==> src/rtl/vga_timing_gen.sv <==
// vga_timing_gen: raster timing (x/y, syncs, blank, strobes) from a divided system clock.
// Optional macro VGA_FRAME_CNT_EN builds an 8-bit completed-frame counter on frame_cnt.
module vga_timing_gen #(
   parameter int CLK_DIV  = 2,
   parameter int H_ACTIVE = 640,
   parameter int H_FP     = 16,
   parameter int H_SYNC   = 96,
   parameter int H_BP     = 48,
   parameter int V_ACTIVE = 480,
   parameter int V_FP     = 10,
   parameter int V_SYNC   = 2,
   parameter int V_BP     = 33,
   parameter bit SYNC_POL = 1'b0
) (
   input  logic       clk,
   input  logic       rst,
   output logic [9:0] x,
   output logic [9:0] y,
   output logic       pix_en,
   output logic       vga_clk,
   output logic       hsync,
   output logic       vsync,
   output logic       blank_n,
   output logic       sync_n,
   output logic       line_start,
   output logic       frame_start,
   output logic [7:0] frame_cnt
);
   localparam int H_TOTAL = H_ACTIVE + H_FP + H_SYNC + H_BP;
   localparam int V_TOTAL = V_ACTIVE + V_FP + V_SYNC + V_BP;
   localparam int DW      = $clog2(CLK_DIV);

   if (H_TOTAL > 1024 || V_TOTAL > 1024) begin : g_bad_total
      $error("vga_timing_gen: H_TOTAL or V_TOTAL exceeds 1024");
   end
   if (CLK_DIV < 2) begin : g_bad_div
      $error("vga_timing_gen: CLK_DIV must be >= 2");
   end

   logic [DW-1:0] div_q, div_d;
   logic [9:0]    x_q, x_d, y_q, y_d;
   logic          pix_en_q, pix_en_d, vga_clk_q, vga_clk_d;
   logic          hsync_q, hsync_d, vsync_q, vsync_d, blank_n_q, blank_n_d;
   logic          line_start_q, line_start_d, frame_start_q, frame_start_d;
   logic          h_wrap, v_wrap;

   // Every output is derived from the next counter values so it lands on the same edge as x/y.
   always_comb begin
      pix_en_d      = div_q == DW'(CLK_DIV - 1);
      div_d         = pix_en_d ? '0 : div_q + 1'b1;
      h_wrap        = x_q == 10'(H_TOTAL - 1);
      v_wrap        = y_q == 10'(V_TOTAL - 1);
      x_d           = pix_en_d ? (h_wrap ? '0 : x_q + 10'd1) : x_q;
      y_d           = (pix_en_d && h_wrap) ? (v_wrap ? '0 : y_q + 10'd1) : y_q;
      hsync_d       = ((x_d >= 10'(H_ACTIVE + H_FP)) && (x_d < 10'(H_ACTIVE + H_FP + H_SYNC))) ~^ SYNC_POL;
      vsync_d       = ((y_d >= 10'(V_ACTIVE + V_FP)) && (y_d < 10'(V_ACTIVE + V_FP + V_SYNC))) ~^ SYNC_POL;
      blank_n_d     = (x_d < 10'(H_ACTIVE)) && (y_d < 10'(V_ACTIVE));
      vga_clk_d     = div_d >= DW'(CLK_DIV / 2);
      line_start_d  = pix_en_d && h_wrap;
      frame_start_d = line_start_d && v_wrap;
   end

   always_ff @(posedge clk or posedge rst) begin
      if (rst) begin
         div_q         <= '0;
         x_q           <= '0;
         y_q           <= '0;
         pix_en_q      <= 1'b0;
         vga_clk_q     <= 1'b0;
         hsync_q       <= ~SYNC_POL;
         vsync_q       <= ~SYNC_POL;
         blank_n_q     <= 1'b1;
         line_start_q  <= 1'b0;
         frame_start_q <= 1'b0;
      end else begin
         div_q         <= div_d;
         x_q           <= x_d;
         y_q           <= y_d;
         pix_en_q      <= pix_en_d;
         vga_clk_q     <= vga_clk_d;
         hsync_q       <= hsync_d;
         vsync_q       <= vsync_d;
         blank_n_q     <= blank_n_d;
         line_start_q  <= line_start_d;
         frame_start_q <= frame_start_d;
      end
   end

`ifdef VGA_FRAME_CNT_EN
   logic [7:0] frame_cnt_q, frame_cnt_d;
   always_comb frame_cnt_d = frame_start_d ? frame_cnt_q + 8'd1 : frame_cnt_q;
   always_ff @(posedge clk or posedge rst) begin
      if (rst) frame_cnt_q <= '0;
      else     frame_cnt_q <= frame_cnt_d;
   end
   assign frame_cnt = frame_cnt_q;
`else
   assign frame_cnt = '0;
`endif

   assign x           = x_q;
   assign y           = y_q;
   assign pix_en      = pix_en_q;
   assign vga_clk     = vga_clk_q;
   assign hsync       = hsync_q;
   assign vsync       = vsync_q;
   assign blank_n     = blank_n_q;
   assign sync_n      = 1'b0;
   assign line_start  = line_start_q;
   assign frame_start = frame_start_q;
endmodule

==> config.mk <==
export PLATFORM = sky130hd
export DESIGN_NAME = vga_timing_gen
export DESIGN_NICKNAME = d
export VERILOG_FILES = /design/src/rtl/vga_timing_gen.sv
export SDC_FILE = /design/constraint.sdc
export NUM_CORES = 1
export LEC_CHECK = 0
export CAP_MARGIN = 15
export CORE_UTILIZATION = 43
export DETAILED_ROUTE_END_ITERATION = 12
export PLACE_DENSITY_LB_ADDON = 0.05
export SETUP_SLACK_MARGIN = 0.15
export SLEW_MARGIN = 20
export SYNTH_ARGS = -nofsm -noshare
export SYNTH_HDL_FRONTEND = slang
export SYNTH_SLANG_ARGS = --single-unit
==> constraint.sdc <==
create_clock -name clk -period 2.6 [get_ports clk]
set_input_delay 0.52 -clock clk [delete_from_list [all_inputs] [get_ports clk]]
set_output_delay 0.52 -clock clk [all_outputs]
set_load 0.1 [all_outputs]
==> results of run 1 <==
-- flip-flops by register name, indices dropped and copies added, names as in the netlist --
register	count
x	10
hsync	1
frame_start	1
vsync	1
line_start	1
div_q	1
y	10
pix_en	1
blank_n	1
-- worst max path at each step --
stage               startpoint  depth (start not counted)  slack [ns]     to
finish                    x[1]                          6        0.21  vsync
global route              x[1]                          6        0.15  vsync
CTS                       x[1]                          6        0.16  vsync
detailed placement        x[1]                          6        0.20  vsync
global placement          x[1]                          6        0.24  vsync
floorplan                 x[1]                          7       -0.07  vsync
-- cells in the mapped netlist (2+ instances only) --
cell      instances
o21a_1            2
nand4b_1          2
nand3b_1          2
o22ai_1           2
o21ai_0          11
a21oi_1           3
o31a_1            2
xnor2_1           5
nand3_1          10
xor2_1            3
nor2_1            6
ha_1              3
inv_1             9
nor3_1            5
nor4_1            5
dfrtp_1          24
buf_4            10
clkbuf_1          2
nand2b_1          2
and2_1            2
nand4_1           6
nand2_1          16
dfstp_2           3
-- metrics by stage --
step	std cells	instance area [µm²]	util (%)
after floorplan	166	1550	-
after global placement	231	1760	52.7
after detailed placement	231	1760	52.7
after CTS	235	1790	53.5
after global routing	238	1820	54.6
final	238	1820	54.6
-- power breakdown --
part           internal, W  switching [W]
sequential        0.000420              0
combinational   0.00000241      0.0000643
clock            0.0000577       0.000123
-- area by class of cell --
class                   instances  share of cell area [%]
flip-flops and latches         27                    38.1
clock buffers                   3                    1.24
repair buffers                 36                    15.0
clock inverters                 1                   0.275
well taps                      46                    3.16
inverters                       9                    1.86
multi-input cells             116                    40.3
-- placed cells by master, fill, tap and decap left out, types with 2 or more instances in the layout --
master    instances
o31a_1            2
nor4_1            5
dfrtp_4           2
xnor2_1           5
nand3_1          10
nand2b_1          2
xor2_1            3
dfrtp_1          16
clkbuf_4          3
nor3_1            5
conb_1            9
nand3b_1          2
and2_1            2
o22ai_1           2
inv_1             9
nor2_1            6
ha_1              2
dfrtp_2           6
dfstp_2           3
nand2_1          16
buf_4            35
a21oi_1           3
nand4_1           6
o21a_1            2
o21ai_0          11
nand4b_1          2
-- worst max-delay path: cells and delay by family (launching register included) --
kind	cells	cell delay [ns]
AO/OA/AOI/OAI	1	0.20
AND/OR/NAND/NOR	4	1.51
flip-flops	1	0.47
adder cells (fa/ha/maj)	1	0.15
-- cells by family (layout without fill, tap and decap cells) --
family                   count (synthesis)  count (layout)  synth area share, %
multiplexers                             2               2                 1.42
adder cells (fa/ha/maj)                  3               3                 2.51
flip-flops                              27              27                 45.5
buffers and inverters                   23              49                 8.88
XOR/XNOR                                 8               8                 4.69
AND/OR/NAND/NOR                         65              65                 24.1
AO/OA/AOI/OAI                           29              29                 12.6
other                                    1               9                0.251
-- per-layer routing --
| metal | routed length, µm | share of wire (%) |
|---|---|---|
| met5 | 0 | 0 |
| met4 | 25 | 0.78 |
| met3 | 206 | 6.4 |
| met2 | 1500 | 47 |
| met1 | 1470 | 46 |
-- timing repair --
item                                    CTS  global route
endpoints found under the setup margin    0             2
endpoints found under the hold margin     0             0
buffers inserted                          0             3
resized for setup                         0             2
==> out/metrics.csv, run 1 <==
metric,value,unit
status,"complete, no violations",
clk_latency,0.32,ns
drive_gt1_share,30.2,%
skew,0.00407,ns
synth_top_area_share,40.2,%
tritoncts,yes,
avgRoutedWirePerCell,13.5,µm
use_met3,2.56,%
r2r_start,x[1],
hpwlAfterDp,2330,µm
route.detailed.drc,0,
clock_sinks,27,
hold_viol,0,
multi_input_area,734,µm²
p_leak,0.781,nW
root_buffer,clkbuf_4,
io_pins,38,
setup_viol,0,
ys_async_sr_fraction,100,%
power,0.000668,W
ant_nets,0,
die_x,60.9,µm
cpMaxStageDelayCell,or4b_4,
clk_pin_slew,0.15,ns
max_stage_delay,0.52,ns
final-seq-area,694,µm²
netlist_area,1490,µm²
fillerInstances,325,
syn2layout_area_growth,22.0,%
cts.path.max_buffers,2,
placementRows,21,
htreeDepth,1,
timing.rr.end,vsync,
finalCriticalPeriod,2.39,ns
postSynthCellCount,158,
dieArea,3710,µm²
worstPathArrival,2.65,ns
slew-limit-headroom,61.9,%
peakVddDrop,235,µV
yosysWarnings,0,
synth_largest_area_cell,dfrtp_1,
numCtsBuffers,3,
r2r.worst_path.cells,6,
fin_nets,198,
grt_pass1_vias,1124,
met2_usage,29.2,%
grt_util_met1,25.9,%
drt_wl_total,3200,µm
cp.required,2.86,ns
grt-ovfl-total,0,
grt_pass1_wl,5060,µm
synth_edf_count,0,
core_area,3340,µm²
max_slew.worst_pin.slew,0.563,ns
grt.busiest_layer,met2,
max-cap-violations,0,
initial_core_util,44.7,%
power_density,367,nW/µm²
vias_per_cell,5.31,
post-route-period-util,92.0,%
slew_viol_final,0,
vias,1263,
hold_class,reg -> reg,
yosys-top-cells-area,"dfrtp_1 40%, dfstp_2 5.3%, buf_4 5.0%",
dr.pass1.iters,4,
holdPathStages,0,
fmax,418,MHz
seq_area_frac_synth,45.5,%
drt_iter0_drc,70,
worstSetupPathType,reg -> reg,
min_to,pix_en,
rsz0062_at_grt,no,
synth.ff_latch_count,27,
cp_max_fo,4,
num_antenna_cells,0,
setup_slack,0.209,ns
yosysUniqueCellTypes,46,
holdWs,0.516,ns
routabilityCongestion,0.873,
grt_start_max_net_pins,28,
syn_avg_cell_area,9.45,µm²
antenna_found_initial,0,
dp_slack,0.198,ns
postCtsHoldBufs,0,
setup-tns-final,0,ns
critPathCaptureType,flop,
io_buffers,28,
synth_ff_type,dfrtp_1,
startpoint_type,flop,
fp.dieH,60.9,µm
path_cells,"ha_4, or3b_4, or4_4, or4b_4, a32oi_2, nand4b_1",
hp-start,div_q,
reg2reg_slack,0.21,ns
grt_usage,18.7,%
(Power assumes the default switching activity.)
==> run 2, diff against run 1 <==
--- a/config.mk
+++ b/config.mk
@@ -5,6 +5,7 @@
 export SDC_FILE = /design/constraint.sdc
 export NUM_CORES = 1
 export LEC_CHECK = 0
+export ABC_AREA = 1
 export CAP_MARGIN = 15
 export CORE_UTILIZATION = 43
 export DETAILED_ROUTE_END_ITERATION = 12
==> run 2 against run 1 <==
Effect of this change:
- utilization shrank 1.8 points
- sequential cell count stayed put
- die area increased by 14%
- worst setup slack gained 0.49 ns
- combinational power rose by 0.6%
- clock skew fell by 0.00098 ns
- sequential share of layout area decreased by 3.5 points
- power rose by 8.5%
- largest cell class unchanged
- largest power group unchanged
==> out/metrics.csv, run 2 <==
metric,value,unit,change
status,"complete, no violations",,unchanged
vias,1473,,was 1263
synth_commonest_cells,"64 x nand2_1, 38 x inv_1, 27 x nor2_1, 24 x dfrtp_1, 19 x nand3_1",,"was 24 x dfrtp_1, 16 x nand2_1, 11 x o21ai_0, 10 x buf_4, 10 x nand3_1"
routabilityCongestion,0.850,,was 0.873
yosysWarnings,0,,unchanged
cp_max_fo,12,,was 4
setup-tns-final,0,ns,unchanged
layout_common_cells,"64 x nand2_1, 38 x inv_1, 28 x buf_4",,"was 35 x buf_4, 16 x nand2_1, 16 x dfrtp_1"
reg2reg_slack,0.70,ns,was 0.21 ns
avgRoutedWirePerCell,11.0,µm,was 13.5 µm
netlist_area,1700,µm²,was 1490 µm²
yosysUniqueCellTypes,30,,was 46
path_cells,"ha_1, nand2_1, nor2_1, inv_1, nor2_2, nand2_1, nand2_1, nand2_2, nand2_1, inv_1, nand2_1, nand2_1, nor2_2",,"was ha_4, or3b_4, or4_4, or4b_4, a32oi_2, nand4b_1"
dp_cells,308,,was 231
grt_start_max_net_pins,28,,unchanged
cts.path.max_buffers,2,,unchanged
holdWs,0.595,ns,was 0.516 ns
power_density,369,nW/µm²,was 367 nW/µm²
dr.pass1.iters,4,,unchanged
hold_class,reg -> reg,,unchanged
startpoint_type,flop,,unchanged
num_antenna_cells,0,,unchanged
vias_per_cell,4.72,,was 5.31
hpwlAfterDp,2600,µm,was 2330 µm
rsz0062_at_grt,no,,unchanged
max-cap-violations,0,,unchanged
worstSetupPathType,reg -> reg,,unchanged
yosysMostFrequentCell,nand2_1,,was dfrtp_1
tritoncts,yes,,unchanged
cts_setup_buffers,0,,unchanged
critPathCaptureType,flop,,unchanged
cpMostUsedCell,nand2_1,,
numCtsBuffers,3,,unchanged
drive_gt1_share,20.5,%,was 30.2%
grt-ovfl-total,0,,unchanged
timing.rr.end,blank_n,,was vsync
p_leak,1.11,nW,was 0.781 nW
peakVddDrop,158,µV,was 235 µV
drt_iter0_drc,62,,was 70
finalCriticalPeriod,1.90,ns,was 2.39 ns
synth_ff_type,dfrtp_1,,unchanged
cp.required,2.82,ns,was 2.86 ns
max_stage_delay,0.57,ns,was 0.52 ns
clock_sinks,27,,unchanged
seq_area_frac_synth,39.9,%,was 45.5%
core_area,3720,µm²,was 3340 µm²
fin_cells,312,,was 238
ys_async_sr_fraction,100,%,unchanged
cpMaxStageDelayCell,dfrtp_1,,was or4b_4
post-route-period-util,73.2,%,was 92.0%
synth_edf_count,0,,unchanged
worstPathArrival,2.12,ns,was 2.65 ns
dieArea,4210,µm²,was 3710 µm²
root_buffer,clkbuf_8,,was clkbuf_4
fp.dieH,64.9,µm,was 60.9 µm
postSynthCellCount,235,,was 158
placementRows,22,,was 21
crit_path_end,blank_n,,was vsync
cp_top_family,simple AND/OR/NAND/NOR gates,,unchanged
clk_latency,0.27,ns,was 0.32 ns
fmax,525,MHz,was 418 MHz
initial_core_util,45.8,%,was 44.7%
path_buf_inv,2,,was 0
synth.ff_latch_count,27,,unchanged
post-route-util,52.8,%,was 54.6%
synth_top_area_share,35.3,%,was 40.2%
skew,0.00310,ns,was 0.00407 ns
grt_pass1_vias,1368,,was 1124
fin_nets,270,,was 198
syn2layout_area_growth,15.3,%,was 22.0%
setup_viol,0,,unchanged
antenna_found_initial,0,,unchanged
layout_commonest_cell,nand2_1,,was buf_4
slew_viol_final,0,,unchanged
io_buffers,28,,unchanged
worst-path-stages,13,,was 6
die_x,64.9,µm,was 60.9 µm
hold_viol,0,,unchanged
htreeDepth,1,,unchanged
r2r.worst_path.cells,13,,was 6
grt_pass1_wl,6250,µm,was 5060 µm
io_pins,38,,unchanged
route.detailed.drc,0,,unchanged
ant_nets,0,,unchanged
yosys-top-cells-area,"dfrtp_1 35%, nand2_1 14%, inv_1 8.4%",,"was dfrtp_1 40%, dfstp_2 5.3%, buf_4 5.0%"
postCtsHoldBufs,0,,unchanged
r2r_start,y[0],,was x[1]
grt_usage,19.0,%,was 18.7%
synth_largest_area_cell,dfrtp_1,,unchanged
cp-startpoint,y[0],,was x[1]
syn_avg_cell_area,7.24,µm²,was 9.45 µm²
cts_resized,0,,unchanged
clk_pin_slew,0.09,ns,was 0.15 ns
drt_wl_total,3430,µm,was 3200 µm
[run 2: cell count changes after synthesis, sizes merged, moves of 4 or more]
cell / change
inv: +33
o21ai: -4
nand2: +51
nand3: +11
nor2: +28
xnor2: -4
nor4: -5
[run 2: layout make-up]
type / count / area, µm²
fill: 392 / 1750
sequential: 27 / 679
tap: 48 / 60.1
timing repair buffer: 29 / 220
inverter: 42 / 160
multi-input combinational: 162 / 797
clock buffer: 4 / 45.0
[run 2: worst min path at each step]
stage / startpoint / to / slack [ns] / depth (start not counted)
after floorplan: rst / div_q / 0.57 / 1
after global placement: x[0] / x[0] / 0.58 / 2
after detailed placement: x[1] / x[1] / 0.59 / 2
after CTS: x[1] / x[1] / 0.60 / 2
after global routing: x[1] / x[1] / 0.63 / 2
final: x[1] / x[1] / 0.59 / 2
[run 2: kinds of logic (layout without fill, tap and decap cells)]
| group | count (synthesis) | after routing | share of synthesized area, % |
|---|---|---|---|
| AOI/OAI and AO/OA | 11 | 11 | 3.38 |
| xor gates and xnor gates | 2 | 2 | 1.03 |
| adders and majority gates | 3 | 3 | 2.21 |
| buffers and inverters | 54 | 75 | 15.0 |
| DFF | 27 | 27 | 39.9 |
| other | 1 | 9 | 0.220 |
| and+or+nand+nor | 137 | 137 | 38.2 |
[run 2: tightest hold or removal path, stage by stage, from the launching register on]
cell and delay, ns:
dfrtp_1 0.42, nor2_1 0.09, nor3_1 0.05
[run 2: report_power, final]
group | leakage [nW] | switching (W) | internal, W
Sequential | 0.353 | 0 | 0.000420
Combinational | 0.730 | 0.0000647 | 0.00000241
Clock | 0.0228 | 0.000128 | 0.000110
Total | 1.11 | 0.000192 | 0.000532
[run 2: stage by stage]
step	power [W]	setup slack, ns	cell area (µm²)
floorplan	0.000501	0.334	1730
global placement	0.000496	0.736	1920
detailed placement	0.000496	0.739	1920
CTS	0.000741	0.698	1960
global route	0.000760	0.395	1960
finish	0.000724	0.696	1960
[run 2: metal layers]
| layer | track usage (%) | share of wire [%] | vias up |
|---|---|---|---|
| met5 | 0 | 0 | - |
| met4 | 6.94 | 1.9 | 0 |
| met3 | 1.94 | 3.7 | 8 |
| met2 | 27.2 | 42 | 37 |
| met1 | 29.1 | 52 | 665 |
| li1 | - | - | 763 |
==> run 3, diff against run 2 <==
==> constraint.sdc (replaced) <==
create_clock -name clk -period 1.7 [get_ports clk]
set_input_delay 0.34 -clock clk [delete_from_list [all_inputs] [get_ports clk]]
set_output_delay 0.34 -clock clk [all_outputs]
set_load 0.1 [all_outputs]
==> run 3 against run 2 <==
Effect of this change:
- via count is 9.2% higher
- count of clock-buffer cells in the layout did not move
- clock power grew 56%
- sequential cell count did not move
- combinational power grew 52%
- non-clock buffer count up 23
- register-to-register slack worse by 0.62 ns
- utilization increased by 19 points
- largest power group unchanged
- highest routed layer unchanged
==> out/metrics.csv, run 3 (synthesis results as in run 2) <==
metric,value,unit,change
clock_sinks,27,,unchanged
tritoncts,yes,,unchanged
cp_max_fo,6,,was 12
rsz0062_at_grt,yes,,was no
grt_pass1_vias,1515,,was 1368
post-route-period-util,95.4,%,was 73.2%
layout_common_cells,"52 x nand2_1, 31 x inv_1, 27 x buf_12",,"was 64 x nand2_1, 38 x inv_1, 28 x buf_4"
fmax,617,MHz,was 525 MHz
power_density,419,nW/µm²,was 369 nW/µm²
max-cap-violations,0,,unchanged
fillerInstances,281,,was 392
setup_viol,0,,unchanged
status,"complete, no violations",,unchanged
peakVddDrop,324,µV,was 158 µV
dr.pass1.iters,4,,unchanged
route.detailed.drc,0,,unchanged
worstSetupPathType,reg -> reg,,unchanged
postCtsHoldBufs,0,,unchanged
grt-ovfl-total,0,,unchanged
die_x,64.9,µm,unchanged
io_pins,38,,unchanged
cts.path.max_buffers,2,,unchanged
core_area,3720,µm²,unchanged
root_buffer,clkbuf_8,,unchanged
dp_cells,323,,was 308
antenna_found_initial,0,,unchanged
skew,0.00430,ns,was 0.00310 ns
hold_viol,0,,unchanged
grt_usage,20.5,%,was 19.0%
io_buffers,28,,unchanged
vias_per_cell,4.80,,was 4.72
drive_gt1_share,45.6,%,was 20.5%
cp.required,1.92,ns,was 2.82 ns
drt_iter0_drc,80,,was 62
grt_start_max_net_pins,28,,unchanged
numCtsBuffers,3,,unchanged
critPathCaptureType,flop,,unchanged
startpoint_type,flop,,unchanged
fin_cells,335,,was 312
layout_commonest_cell,nand2_1,,unchanged
avgRoutedWirePerCell,11.8,µm,was 11.0 µm
initial_core_util,45.8,%,unchanged
grt_pass1_wl,6720,µm,was 6250 µm
drt_wl_total,3940,µm,was 3430 µm
placementRows,22,,unchanged
htreeDepth,1,,unchanged
vias,1608,,was 1473
syn2layout_area_growth,56.1,%,was 15.3%
clk_pin_slew,0.09,ns,about the same
power,0.00111,W,was 0.000724 W
num_antenna_cells,0,,unchanged
ant_nets,0,,unchanged
hold_class,in -> async,,was reg -> reg
hpwlAfterDp,2910,µm,was 2600 µm
routabilityCongestion,0.839,,was 0.850
finalCriticalPeriod,1.62,ns,was 1.90 ns
clk_latency,0.27,ns,about the same
fin_nets,293,,was 270
dieArea,4210,µm²,unchanged
p_leak,1.33,nW,was 1.11 nW
worstPathArrival,1.84,ns,was 2.12 ns
post-route-util,71.5,%,was 52.8%
slew_viol_final,0,,unchanged
holdWs,0.432,ns,was 0.595 ns
fp.dieH,64.9,µm,unchanged
[run 3: changes by cell type in the layout (fill, tap and decap cells not counted), sizes merged]
cell / previous run / this run
buf: 28 / 51
[run 3: area by class of cell]
class                      instances  area [µm²]  share of cell area, %
sequential                        27         718                   27.0
timing repair buffer              52         738                   27.8
multi-input combinational        162         932                   35.1
tap                               48        60.1                   2.26
clock buffer                       4        45.0                   1.70
inverter                          42         163                   6.12
[run 3: report_power, final]
| group | leakage (nW) | switching [W] | total [W] | internal [W] |
|---|---|---|---|---|
| clock network | 0.0228 | 0.000202 | 0.000370 | 0.000168 |
| logic | 0.985 | 0.0000987 | 0.000102 | 0.00000369 |
| registers | 0.321 | 0 | 0.000642 | 0.000642 |
| total | 1.33 | 0.000300 | 0.00111 | 0.000813 |
[run 3: routing by layer]
metal	part of all wire (%)	wire, µm	GRT usage, %
met5	0	0	0
met4	0.63	25	6.39
met3	6.2	245	2.29
met2	47	1830	32.3
met1	47	1840	29.1
[run 3: timing repair]
action | CTS | global route
endpoints found under the setup margin | 4 | 13
resized for setup | 19 | 13
setup buffers | 7 | 1
cloned | 0 | 0
pin swaps | 14 | 9
[run 3: per-stage QoR]
step                setup slack (ns)  TNS, ns  cell area, µm²
CTS                           0.0932        0            2620
floorplan                    -0.0575   -0.159            1830
global placement              0.0626        0            2460
global route                 -0.0801   -0.186            2660
detailed placement            0.0400        0            2460
finish                        0.0780        0            2660
[run 3: critical path, stage by stage (launching register included)]
cell and delay, ns:
dfrtp_4 0.44, ha_4 0.15, nand2_4 0.06, nor2_4 0.14, inv_2 0.07, nor2_4 0.20, buf_6 0.16, nand3_2 0.06
nand2_1 0.08, nand2_2 0.06, nand2_1 0.06, nor2_1 0.04, nand3_1 0.06
[run 3: worst paths after layout]
kind,startpoint,end,slack [ns],cells past startpoint
worst min register to register,div_q,div_q,0.57,1
worst min-delay path,rst,pix_en,0.43,3
worst max register to register,x[0],vsync,0.08,12
worst max-delay path,x[0],vsync,0.08,12
max in group asynchronous,rst,hsync,0.97,3
min in group clk,div_q,div_q,0.57,1
